===== config.mk =====
export PLATFORM = sky130hd
export DESIGN_NAME = shuffle_mem
export DESIGN_NICKNAME = d
export VERILOG_FILES = /design/src/rtl/rc4_pkg.sv /design/src/rtl/key_byte_sel.sv /design/src/rtl/shuffle_mem.sv
export SDC_FILE = /design/constraint.sdc
export NUM_CORES = 1
export LEC_CHECK = 0
export CORE_MARGIN = 4
export CORE_UTILIZATION = 55
export CTS_CLUSTER_SIZE = 24
export DETAILED_ROUTE_END_ITERATION = 7
export GPL_TIMING_DRIVEN = 0
export PLACE_DENSITY = 0.92
export SETUP_SLACK_MARGIN = 0.5
export SLEW_MARGIN = 10
export SYNTH_ARGS = -nofsm -noshare
export SYNTH_HDL_FRONTEND = slang
export SYNTH_SLANG_ARGS = --single-unit

===== constraint.sdc =====
create_clock -name clk -period 8.29 [get_ports clk]
set_input_delay 1.658 -clock clk [delete_from_list [all_inputs] [get_ports clk]]
set_output_delay 1.658 -clock clk [all_outputs]
set_load 0.01 [all_outputs]

===== src/rtl/rc4_pkg.sv =====
// Shared definitions for the RC4 key-scheduling block: bus widths, the
// default key length and the controller state encoding.
package rc4_pkg;

  localparam int ADDR_W        = 8;
  localparam int DATA_W        = 8;
  localparam int KEY_BYTES_DEF = 3;

  typedef enum logic [3:0] {
    IDLE,
    RD_I,
    WT_I,
    CAP_I,
    RD_J,
    WT_J,
    CAP_J,
    WR_I,
    WR_J,
    DONE
  } state_e;

endpackage


===== src/rtl/key_byte_sel.sv =====
// Combinational key-byte selector: picks key byte (idx mod KEY_BYTES),
// where byte 0 sits in the most significant position of the key vector.
module key_byte_sel
  import rc4_pkg::*;
#(
  parameter int KEY_BYTES = KEY_BYTES_DEF
) (
  input  logic [ADDR_W-1:0]      idx_i,
  input  logic [8*KEY_BYTES-1:0] key_i,
  output logic [DATA_W-1:0]      key_byte_o
);

  int sel;

  // NOTE: every combinational output gets a default before the loop so no
  // path leaves it unassigned, which would infer a latch.
  always_comb begin
    sel        = int'(idx_i) % KEY_BYTES;
    key_byte_o = '0;
    for (int k = 0; k < KEY_BYTES; k++) begin
      if (sel == k) key_byte_o = key_i[8*(KEY_BYTES-k)-1 -: 8];
    end
  end

endmodule


===== src/rtl/shuffle_mem.sv =====
// RC4 key-scheduling controller: one swap pass over an external S memory
// with two-cycle read latency. Optional macro SHUFFLE_KEY_LATCH_EN registers
// the key at start; otherwise the live key input is used throughout.
module shuffle_mem
  import rc4_pkg::*;
#(
  parameter int KEY_BYTES = KEY_BYTES_DEF
) (
  input  logic                   clk,
  input  logic                   reset,
  input  logic                   start,
  input  logic [8*KEY_BYTES-1:0] secret_key,
  output logic [ADDR_W-1:0]      address,
  output logic [DATA_W-1:0]      data,
  output logic                   wen,
  input  logic [DATA_W-1:0]      q,
  output logic                   finished
);

  state_e              state_q, state_d;
  logic [ADDR_W-1:0]   i_q, i_d;
  logic [ADDR_W-1:0]   j_q, j_d;
  logic [DATA_W-1:0]   si_q, si_d;
  logic [DATA_W-1:0]   sj_q, sj_d;
  logic [DATA_W-1:0]   key_byte;
  logic [8*KEY_BYTES-1:0] key_use;
  logic                key_load;

`ifdef SHUFFLE_KEY_LATCH_EN
  logic [8*KEY_BYTES-1:0] key_q;

  always_ff @(posedge clk or posedge reset) begin
    if (reset)         key_q <= '0;
    else if (key_load) key_q <= secret_key;
  end

  assign key_use = key_q;
`else
  assign key_use = secret_key;
`endif

  key_byte_sel #(
    .KEY_BYTES (KEY_BYTES)
  ) u_key_sel (
    .idx_i      (i_q),
    .key_i      (key_use),
    .key_byte_o (key_byte)
  );

  // NOTE: state registers use non-blocking assignments so every flop samples
  // the pre-edge values regardless of statement order.
  always_ff @(posedge clk or posedge reset) begin
    if (reset) begin
      state_q <= IDLE;
      i_q     <= '0;
      j_q     <= '0;
      si_q    <= '0;
      sj_q    <= '0;
    end else begin
      state_q <= state_d;
      i_q     <= i_d;
      j_q     <= j_d;
      si_q    <= si_d;
      sj_q    <= sj_d;
    end
  end

  // Outputs decode from state alone, so an async reset clears them at once.
  always_comb begin
    state_d  = state_q;
    i_d      = i_q;
    j_d      = j_q;
    si_d     = si_q;
    sj_d     = sj_q;
    address  = '0;
    data     = '0;
    wen      = 1'b0;
    finished = 1'b0;
    key_load = 1'b0;

    unique case (state_q)
      IDLE: begin
        if (start) begin
          state_d  = RD_I;
          i_d      = '0;
          j_d      = '0;
          key_load = 1'b1;
        end
      end
      RD_I: begin
        address = i_q;
        state_d = WT_I;
      end
      WT_I: begin
        address = i_q;
        state_d = CAP_I;
      end
      CAP_I: begin
        address = i_q;
        si_d    = q;
        j_d     = j_q + q + key_byte;
        state_d = RD_J;
      end
      RD_J: begin
        address = j_q;
        state_d = WT_J;
      end
      WT_J: begin
        address = j_q;
        state_d = CAP_J;
      end
      CAP_J: begin
        address = j_q;
        sj_d    = q;
        state_d = WR_I;
      end
      WR_I: begin
        address = i_q;
        data    = sj_q;
        wen     = 1'b1;
        state_d = WR_J;
      end
      WR_J: begin
        address = j_q;
        data    = si_q;
        wen     = 1'b1;
        if (i_q == 8'hFF) begin
          state_d = DONE;
        end else begin
          i_d     = i_q + 8'd1;
          state_d = RD_I;
        end
      end
      DONE: begin
        finished = 1'b1;
        state_d  = IDLE;
      end
      default: state_d = IDLE;
    endcase
  end

endmodule


Word-level counts from Yosys, hierarchy flattened
Cells that the tools add are included.
Widths: inputs -> output; s select.
{"block": "totals", "elab_cells": 46, "out_inout_bits": 18, "regBits": 36, "in_bits": 35}
{"block": "op_classes", "n_div": 1, "add_sub_neg": 3, "mux": 14, "n_eq_ne": 14, "reduce_logical": 9}
{"op": "$pmux 8 s2", "n": 4}
{"op": "$mux 8", "n": 5}
{"op": "$pmux 4 s9", "n": 1}
{"op": "$eq 32x2->1 const B", "n": 1}
{"op": "$eq 32x3->1 const B", "n": 1}
{"op": "$logic_not 32->1", "n": 1}
{"op": "$mod 9x3->32 const B", "n": 1}
{"op": "$add 8x8->8", "n": 2}
{"op": "$eq 4x3->1 const B", "n": 4}
{"op": "$add 8x1->8 const B", "n": 1}
{"op": "$eq 4x2->1 const B", "n": 2}
{"op": "$eq 4x4->1 const B", "n": 2}
{"op": "$eq 8x8->1 const B", "n": 1}
{"op": "$mux 4", "n": 2}
{"op": "$reduce_or 4->1", "n": 2}
{"op": "$eq 4x1->1 const B", "n": 1}
{"op": "$logic_not 4->1", "n": 1}
{"op": "$ne 2x2->1 const B", "n": 2}
{"op": "$reduce_bool 2->1", "n": 2}
{"op": "$reduce_and 3->1", "n": 1}
{"op": "$mux 1", "n": 2}
{"op": "$reduce_and 2->1", "n": 1}
{"op": "$reduce_or 2->1", "n": 1}

Logic depth before layout (Yosys ltp)
Gate-level depths: netlist of run 1.
{"block": "logic_depth", "depth_word": 7, "mapped_depth": 39, "ltp_nobuf": 34}

Hierarchy
From an unflattened synthesis of run 1, not the netlist that was laid out.
{"block": "unflattened", "cells_unflattened": 409, "area_unflattened_um2": 3455.8}
{"module": "shuffle_mem", "instances": 1, "cells_per_inst": 231, "area_each_um2": 2285.9}
{"module": "key_byte_sel", "instances": 1, "cells_per_inst": 178, "area_each_um2": 1169.9}

Worst setup path after synthesis of run 1
No wires, ideal clock.
{"block": "synth_timing", "kind": "reg2reg", "start": "register i_q[6]", "end": "register j_q[7]", "path_buffers": 3, "arrival_time_ns": 6.788, "required_ns": 8.167, "path_stages_with_launch": 37, "period_less_slack_ns": 6.911, "setup_ns": 0.123, "path_slack_ns": 1.379, "path_cell_list": "dfrtp_1 -> clkbuf_8 -> buf_2 -> clkbuf_1 -> ha_1 -> and4b_1 -> o211ai_1 -> nand3_1 -> mux2i_1 -> a211oi_1 -> inv_1 -> ha_1 -> nand2b_1 -> o32a_1 -> o21ai_2 -> nand2_1 -> inv_1 -> ha_1 -> inv_1 -> or4_1 -> mux2i_1 -> o21ai_1 -> a221oi_4 -> a32oi_1 -> nand2_1 -> fa_1 -> ha_1 -> inv_1 -> fa_1 -> inv_1 -> a21oi_1 -> o21bai_1 -> a21o_1 -> a21oi_1 -> xnor2_1 -> and3_1 -> o31ai_2"}
{"block": "synth_between", "elab_chain_len": 7, "word_cells_on_any_way": 9, "cone_classes": "add/sub: 1; div: 1; eq/ne: 2; mux: 4; reduce/logical: 1"}
{"item": "from (decl)", "line_no": "shuffle_mem.sv:21", "text": "logic [ADDR_W-1:0] i_q, i_d;"}
{"item": "from (signal assigned)", "line_no": "shuffle_mem.sv:61", "text": "i_q <= i_d;"}
{"item": "$mod 9x3->32 (*)", "line_no": "key_byte_sel.sv:18", "text": "sel = int'(idx_i) % KEY_BYTES;"}
{"item": "$logic_not 32->1", "line_no": "key_byte_sel.sv:21", "text": "if (sel == k) key_byte_o = key_i[8*(KEY_BYTES-k)-1 -: 8];"}
{"item": "$mux 8 (2 in series)", "line_no": "key_byte_sel.sv:21"}
{"item": "$mux 8 (*)", "line_no": "key_byte_sel.sv:21"}
{"item": "$add 8x8->8 (*)", "line_no": "shuffle_mem.sv:101", "text": "j_d = j_q + q + key_byte;"}
{"item": "$pmux 8 s2 (*)", "line_no": "shuffle_mem.sv:81", "text": "unique case (state_q)"}
{"item": "to (signal assigned)", "line_no": "shuffle_mem.sv:62", "text": "j_q <= j_d;"}
{"item": "to (decl)", "line_no": "shuffle_mem.sv:22", "text": "logic [ADDR_W-1:0] j_q, j_d;"}
Every way passes the cells marked *; elsewhere a longest branch is shown, timed or not.
A chain may end at the register's enable or synchronous reset.

Final worst setup path of run 1
Same ends and word-level chain as after synthesis.

==> results summary, run 1 <==
The number of different library cells used by synthesis comes to 82. The destination of the critical timing path is j_q[7]$_DFFE_PP0P_. The aggregate routed wire length came out at 10.53 mm. The root buffer cell chosen for the clock tree is sky130_fd_sc_hd__clkbuf_8.

The number of cells traversed by the worst register-to-register path came out at 36. The longest individual stage delay on the worst path came out at 0.46 ns. The fraction of registers with async set or reset after synthesis came out at 1.000. The cell area after synthesis is 3506 um2. The critical path in this run is classified as flop to flop.

The fraction of final layout cells with drive strength greater than 1 is 0.2074. The area of the multi-input gates is 2446 um2. For this configuration, the core starts out at a cell density of 0.5784. At the pin with the least slew margin, the transition time is 1.160 ns. After synthesis the netlist holds a flip-flop and latch count of 36. The die extent in x came out at 87.84 um. The latest clock arrival within the worst-skew pair came out at 0.29 ns.

The diode insertion count for antenna repair is 0. The final count of pins violating max slew came to 0. Yosys mapped a number of flops with a built-in enable equal to 0. Leaving out fill and tap cells, the most frequent cell in the layout is sky130_fd_sc_hd__clkdlybuf4s50_1. The register area share after synthesis came out at 0.2570. The number of global-route vias before repair is 3,411.

The library cells used most frequently in the layout, excluding fill and tap cells, are 52 x sky130_fd_sc_hd__clkdlybuf4s50_1, 41 x sky130_fd_sc_hd__nand2_1, 36 x sky130_fd_sc_hd__dfrtp_1. The kind of launch point of the worst setup path is a flop. Setup violations remaining at the end of the flow were counted as 0. The clock-pin slew on the worst setup and hold paths is 0.08 ns. Registers take 900.9 um2. The number of search-and-repair iterations in the first detailed-routing pass is 8.

During I/O placement, the number of pins put on the boundary was 53. Once detailed placement completed, the half-perimeter wirelength came to 7.056 mm. Of the available clock period, the critical path in the final layout requires 0.9211. The count of antenna-violating nets left after detailed routing is 0. The post-cts hold buffer count came out at 0. The max capacitance violation total is 0. The worst-path cell with the longest stage delay is sky130_fd_sc_hd__or4_1. Counting every sink on the clock net gives 36. The routed layout has 3,558 vias. The region available for standard cell placement spans 6061 um2. The mean routed wirelength per cell is 19.75 um. The standby leakage power is 1.844 nW. The number of hold violations in the final report came out at 0.

The worst max-slew margin expressed relative to the limit came out at 0.2210. The synthesized area divided by synthesized cell count came out at 9.130 um2. In this run the vertical extent of the chip is 87.84 um. STA classifies the critical path endpoint as a flop. By area, the combinational part of the netlist is dominated by compound AO/OA/AOI/OAI gates.

The adder-cell area share of the yosys netlist is 0.09136. For met2 alone, demand over resource in global routing was 0.4767. The floorplan step defined a die boundary enclosing 7716 um2. The largest net degree at the start of global routing came out at 37. The first routing iteration left 376 violations. The fraction of met3 tracks used by global routing came out at 0.03857. The data arrival at the endpoint of the critical path is 7.84 ns. The signed area change from the synthesized netlist to the final layout came out at 26.55%. The capture instance of the worst register-to-register path is j_q[7]$_DFFE_PP0P_. The area fraction in and, or, nand and nor cells after synthesis came out at 0.2045. The maximum buffer depth of the clock tree came out at 2.

The setup slack of the worst register-to-register path came out at 0.65 ns. The compound-cell area share of the yosys netlist came out at 0.2677. The setup TNS after final layout is 0 ns. The total of warnings raised by yosys is 0.

The final core area utilization is 0.7320. The H-tree generated during clock tree synthesis spans 2 levels. The worst ir drop on vdd came out at 0.5130 mV. The fill cell total of the finished layout came out at 382. The post-layout minimum cycle time is 7.636 ns. The cell that appears most often on the critical path is sky130_fd_sc_hd__inv_1.

The number of input and output port buffers inserted is 52. The initial antenna violation count came out at 0. The post-synthesis share of cell area spent on xor and xnor gates is 0.03248. Setup repair after global routing left no endpoint under its margin. The global route total overflow came out at 0. For this run, the leading register cell type out of synthesis is sky130_fd_sc_hd__dfrtp_1. The net count of the mapped netlist is 439. The instance count of the mapped netlist is 384. The peak clock frequency supported by timing came out at 0.1310 GHz.

The startpoint identified for the worst register-to-register timing path is i_q[6]$_DFFE_PP0P_. The total power per unit cell area came out at 522.1 nW/um2. The mux share of post-synthesis cell area is 0.07459. For met1 alone, demand over resource in global routing was 0.3186. The most used routing layer in global routing is met2. For this run, the total global-route usage over all layers was measured as 0.2650. In this run the worst path has a maximum fanout of 10. For the worst setup path, the data required time is 8.49 ns.

The run finished with clean final reports. The post-detailed-route via-to-cell ratio is 6.675. The most critical setup path has its startpoint at i_q[6]$_DFFE_PP0P_. Counting the buffers created by CTS gives 5. The number of placement rows came out at 28.

TritonCTS built the clock tree. The DRC violation count after routing is 0. The first global-routing pass estimated 16.13 mm of wire.

The worst setup skew after layout came out at 0.006031 ns. At the end of routability-driven placement, the weighted congestion stood at 0.9015. After the last flow step, the layout net total stands at 512. The min-delay analysis places its worst path in the category flop to flop.
[cell type report]
type,instances,share of cell area
timing repair buffer,66,0.1410
inverter,22,0.01861
buffer,25,0.03976
tap,75,0.02115
multi-input combinational,301,0.5513
clock buffer,5,0.01551
clock inverter,3,0.009588
sequential,36,0.2030
[synth_stat cells (3+ instances only)]
cell type                  count  area share
sky130_fd_sc_hd__clkbuf_1      7      0.0075
sky130_fd_sc_hd__a22oi_1       8       0.017
sky130_fd_sc_hd__nand3_1      17       0.024
sky130_fd_sc_hd__inv_1        20       0.021
sky130_fd_sc_hd__nor3_1        4      0.0057
sky130_fd_sc_hd__o21ai_0      20       0.029
sky130_fd_sc_hd__mux2_2       15       0.048
sky130_fd_sc_hd__a22o_1        8       0.020
sky130_fd_sc_hd__and3_1        4      0.0071
sky130_fd_sc_hd__nand2_1      41       0.044
sky130_fd_sc_hd__fa_1          8       0.046
sky130_fd_sc_hd__nor2_1       19       0.020
sky130_fd_sc_hd__a32oi_1       7       0.017
sky130_fd_sc_hd__buf_6         6       0.019
sky130_fd_sc_hd__or3_1         3      0.0054
sky130_fd_sc_hd__a21o_1        3      0.0064
sky130_fd_sc_hd__xor2_1        5       0.012
sky130_fd_sc_hd__buf_2         7       0.010
sky130_fd_sc_hd__and4b_1       3      0.0086
sky130_fd_sc_hd__o22ai_1       8       0.014
sky130_fd_sc_hd__a31oi_1       4      0.0071
sky130_fd_sc_hd__nand4_1       9       0.016
sky130_fd_sc_hd__and3b_1       3      0.0075
sky130_fd_sc_hd__xnor2_1       8       0.020
sky130_fd_sc_hd__ha_1         12       0.043
sky130_fd_sc_hd__o211a_1       3      0.0086
sky130_fd_sc_hd__nand2b_1      3      0.0054
sky130_fd_sc_hd__a211oi_1      4      0.0086
sky130_fd_sc_hd__a21oi_1      17       0.024
sky130_fd_sc_hd__dfrtp_1      36        0.26
sky130_fd_sc_hd__mux2i_1       4       0.011
sky130_fd_sc_hd__nand3b_1      3      0.0064
[sequential cells by signal, indices dropped and copies added (netlist names)]
| register | cells |
|---|---|
| i_q | 8 |
| j_q | 8 |
| si_q | 8 |
| sj_q | 8 |
| state_q | 4 |
[critical path: cells and delay by family (launching register included)]
family	cells	cell delay [ns]
compound gates	13	2.86
fa+ha+maj	6	1.53
simple gates	6	1.27
buf+inv	8	0.94
mux	2	0.39
flops	1	0.37
xor+xnor	1	0.17
[where the power goes]
| group | switching [mW] | internal [mW] |
|---|---|---|
| Sequential | 0.0604 | 0.250 |
| Clock | 0.0695 | 0.0891 |
| Combinational | 1.01 | 0.836 |
| Total | 1.14 | 1.18 |
[routing by layer]
layer  part of all wire  routed length, um
met4              0.043                449
met3              0.069                727
met5                  0                  0
met2               0.51               5363
met1               0.38               3986
[worst min-delay path by stage]
stage | startpoint | end | slack [ns] | cells past startpoint
detailed placement | si_q[5]$_DFFE_PP0P_ | si_q[5]$_DFFE_PP0P_ | 0.50 | 1
floorplan | si_q[6]$_DFFE_PP0P_ | si_q[6]$_DFFE_PP0P_ | 0.45 | 2
finish | sj_q[5]$_DFFE_PP0P_ | sj_q[5]$_DFFE_PP0P_ | 0.51 | 1
global route | si_q[2]$_DFFE_PP0P_ | si_q[2]$_DFFE_PP0P_ | 0.53 | 1
CTS | si_q[5]$_DFFE_PP0P_ | si_q[5]$_DFFE_PP0P_ | 0.51 | 1
global placement | si_q[6]$_DFFE_PP0P_ | si_q[6]$_DFFE_PP0P_ | 0.47 | 2
[metrics by stage]
step / power (mW) / setup WS (ns) / area, um2 / std cells / hold WS [ns]
3_3_place_gp: 1.778 / 0.6640 / 4120 / 511 / 0.4659
5_1_grt: 2.498 / 0.3722 / 4437 / 533 / 0.5285
6_report: 2.316 / 0.6537 / 4437 / 533 / 0.5105
2_1_floorplan: 1.516 / 1.379 / 3506 / 384 / 0.4489
4_1_cts: 2.143 / 0.5026 / 4303 / 525 / 0.5123
3_5_place_dp: 1.883 / 0.3919 / 4134 / 512 / 0.4951
[logic make-up (layout without fill, tap and decap cells)]
group,after synthesis,after routing
and+or+nand+nor,129,129
muxes,22,22
AOI/OAI and AO/OA,116,116
DFF,36,36
buffers and inverters,47,121
adders and majority gates,21,21
xor gates and xnor gates,13,13
[timing repair]
item,CTS,global route
buffers inserted,5,8
gates resized for setup,3,15
endpoints found under the setup margin,1,3
pin swaps,4,8
Power figures use the tool's default switching activity.
==> run 2: changes to the inputs <==
--- a/config.mk
+++ b/config.mk
@@ -6,12 +6,14 @@
 export NUM_CORES = 1
 export LEC_CHECK = 0
 export CORE_MARGIN = 4
-export CORE_UTILIZATION = 55
+export CORE_UTILIZATION = 60
 export CTS_CLUSTER_SIZE = 24
 export DETAILED_ROUTE_END_ITERATION = 7
+export GPL_ROUTABILITY_DRIVEN = 0
 export GPL_TIMING_DRIVEN = 0
-export PLACE_DENSITY = 0.92
+export PLACE_DENSITY = 0.95
 export SETUP_SLACK_MARGIN = 0.5
+export SKIP_CTS_REPAIR_TIMING = 1
 export SLEW_MARGIN = 10
 export SYNTH_ARGS = -nofsm -noshare
 export SYNTH_HDL_FRONTEND = slang
==> constraint.sdc (replaced) <==
create_clock -name clk -period 9.8 [get_ports clk]
set_input_delay 1.96 -clock clk [delete_from_list [all_inputs] [get_ports clk]]
set_output_delay 1.96 -clock clk [all_outputs]
set_load 0.01 [all_outputs]
==> run 2 against run 1 <==
Effect of this change: design area fell by 4.5%; clock skew fell by 0.0039 ns; maximum frequency fell by 7.2%; combinational power fell by 25%; via count fell by 2.3%; utilization rose by 2.8 points; sequential share of layout area rose by 0.97 points; die area fell by 7.6%; critical endpoint unchanged; largest power group unchanged.
==> results summary, run 2 (synthesis gave the netlist of run 1 again) <==
For the worst setup path, the data required time is 10.01 ns. In this design, the stage delay of the slowest critical-path cell is 0.48 ns. The total routing usage reported by global routing is 0.2798.

The number of hold violations in the final report is 0. The wire length of the first global-routing pass came out at 16.48 mm. The worst ir drop on vdd is 0.4783 mV.

The data arrival at the endpoint of the critical path came out at 8.43 ns. The max capacitance violation total came out at 0. The worst setup path is launched from a flop. The number of nets in the final layout came out at 499. Clock tree synthesis found a total of 36 sinks. The mean routed wirelength per cell came out at 18.70 um. The floorplan step set the die width to 84.44 um. Setup repair after global routing left no endpoint under its margin. Measured along the y axis, the die boundary spans 84.44 um. The initial core utilization came out at 0.6290.

Counting the buffers created by CTS gives 5. The highest net fanout along the worst path came out at 10. The floorplan has 27 rows. The fraction of final layout cells with drive strength greater than 1 came out at 0.1573.

TritonCTS built the clock tree. The share of power burned in combinational logic is 0.779. The most numerous cell type found on the critical path is sky130_fd_sc_hd__inv_1. The number of input and output port buffers inserted is 52. The iteration-0 DRC count of the detailed router is 332. The sequential share of power is 0.147. The peak clock frequency supported by timing came out at 0.1215 GHz. The number of global-route vias before repair came out at 3,487. The worst setup path is of the flop to flop kind. The final worst-path cycle share is 0.8396.

The path class of the tightest hold or removal check is flop to flop. Setup violations remaining at the end of the flow were counted as 0. The repair_antennas step left the layout with diodes totalling 0. The signed area change from the synthesized netlist to the final layout came out at 20.81%. The total internal power is 0.8964 mW.

Leaving out fill and tap cells, the most frequent cell in the layout is sky130_fd_sc_hd__clkdlybuf4s50_1. For this design, the slowest cell found on the critical path is sky130_fd_sc_hd__or4_1. At the pin with the least slew margin, the transition time is 1.206 ns. After routing the design area is 4235 um2. Leaving out fill and tap cells, the most frequent cells in the layout are 52 x sky130_fd_sc_hd__clkdlybuf4s50_1, 41 x sky130_fd_sc_hd__nand2_1, 36 x sky130_fd_sc_hd__dfrtp_1.

The H-tree generated during clock tree synthesis spans 2 levels. The largest net degree at the start of global routing came out at 37. The switching power total came out at 0.8823 mW. The total power per unit cell area is 420.0 nW/um2. The flow ran to the end, and the final reports show no timing, DRC or antenna violations. The total via count in the routed design is 3,477.

After routing, the total negative slack on setup checks comes to 0 ns. On the final layout, the worst clock skew is 0.002121 ns. The worst setup path is captured at a flop. The post-layout minimum cycle time is 8.228 ns.

After detailed routing, the number of remaining DRC violations is 0. The core box area came out at 5574 um2. The pre-antenna-repair detailed-routing pass consisted of 6 iterations. Detailed placement ended at an HPWL of 7.125 mm.

The root buffer cell chosen for the clock tree is sky130_fd_sc_hd__clkbuf_8. The fill cell total of the finished layout is 353. The clock-pin slew on the worst setup and hold paths is 0.08 ns. The count of antenna-violating nets left after detailed routing is 0. The final core area utilization came out at 0.7598. The share of total power in the clock network came out at 0.074.

The worst max-slew margin expressed relative to the limit is 0.1895. The initial antenna violation count came out at 0. The final count of pins violating max slew came out at 0. The standby leakage power came out at 1.778 nW. The cell area after placement came out at 4128 um2. The die area came out at 7130 um2. For this design the top-level I/O count stands at 53. The clock reaches the later pin of the worst-skew pair after 0.29 ns. The post-detailed-route via-to-cell ratio is 6.725. The aggregate routed wire length came out at 9.668 mm. The switching share of power came out at 0.4960. The maximum buffer depth of the clock tree is 2. The global route total overflow is 0.
==> run 2: cell count changes in the layout (fill, tap and decap cells not counted), sizes merged <==
cell      delta
clkinvlp     -1
buf         -12
==> run 2: area by class of cell <==
cell class / instances / area, um2 / share of cell area
inverter: 22 / 82.58 / 0.01950
clock buffer: 6 / 72.57 / 0.01713
sequential: 36 / 900.9 / 0.2127
multi-input combinational: 301 / 2357 / 0.5566
clock inverter: 2 / 35.03 / 0.008272
buffer: 25 / 171.4 / 0.04047
timing repair buffer: 53 / 525.5 / 0.1241
tap: 72 / 90.09 / 0.02127
==> run 2: critical path: cells and delay by family, from the launching register on <==
kind	cells	cell delay [ns]
AO/OA/AOI/OAI	14	3.27
adder cells (fa/ha/maj)	6	1.83
AND/OR/NAND/NOR	6	1.41
buffers and inverters	8	0.95
flip-flops	1	0.37
XOR/XNOR	1	0.17
multiplexers	1	0.16
==> run 2: power by group through the flow <==
stage / registers, mW / clock network [mW] / logic [mW]
6_report: 0.261 / 0.132 / 1.39
5_1_grt: 0.268 / 0.139 / 1.51
4_1_cts: 0.259 / 0.131 / 1.36
3_5_place_dp: 0.261 / 0 / 1.33
3_3_place_gp: 0.254 / 0 / 1.25
2_1_floorplan: 0.246 / 0 / 1.04
==> run 2: per-stage QoR <==
step	setup WS, ns	cells	total power, mW	hold slack (ns)
5_1_grt	0.9466	517	1.919	0.5276
6_report	1.572	517	1.779	0.5044
2_1_floorplan	2.889	384	1.282	0.4489
4_1_cts	1.728	517	1.752	0.5064
3_5_place_dp	1.851	509	1.589	0.4898
3_3_place_gp	2.132	508	1.505	0.4643
==> run 2: path summary, 6_finish.rpt <==
kind | cells after the start | to | startpoint | slack [ns]
setup / recovery | 36 | j_q[7]$_DFFE_PP0P_ | i_q[6]$_DFFE_PP0P_ | 1.57
hold / removal | 2 | si_q[6]$_DFFE_PP0P_ | si_q[6]$_DFFE_PP0P_ | 0.50
setup reg to reg | 36 | j_q[7]$_DFFE_PP0P_ | i_q[6]$_DFFE_PP0P_ | 1.57
hold reg to reg | 2 | si_q[6]$_DFFE_PP0P_ | si_q[6]$_DFFE_PP0P_ | 0.50
max in group asynchronous | 2 | j_q[0]$_DFFE_PP0P_ | reset | 7.22
min in group asynchronous | 2 | i_q[3]$_DFFE_PP0P_ | reset | 2.11
==> run 2: per-layer routing <==
metal	vias up	GRT usage	share of wire
li1	1548	-	-
met1	1677	0.3381	0.39
met2	204	0.4914	0.51
met3	48	0.05299	0.069
met4	0	0.1094	0.036
met5	-	0	0
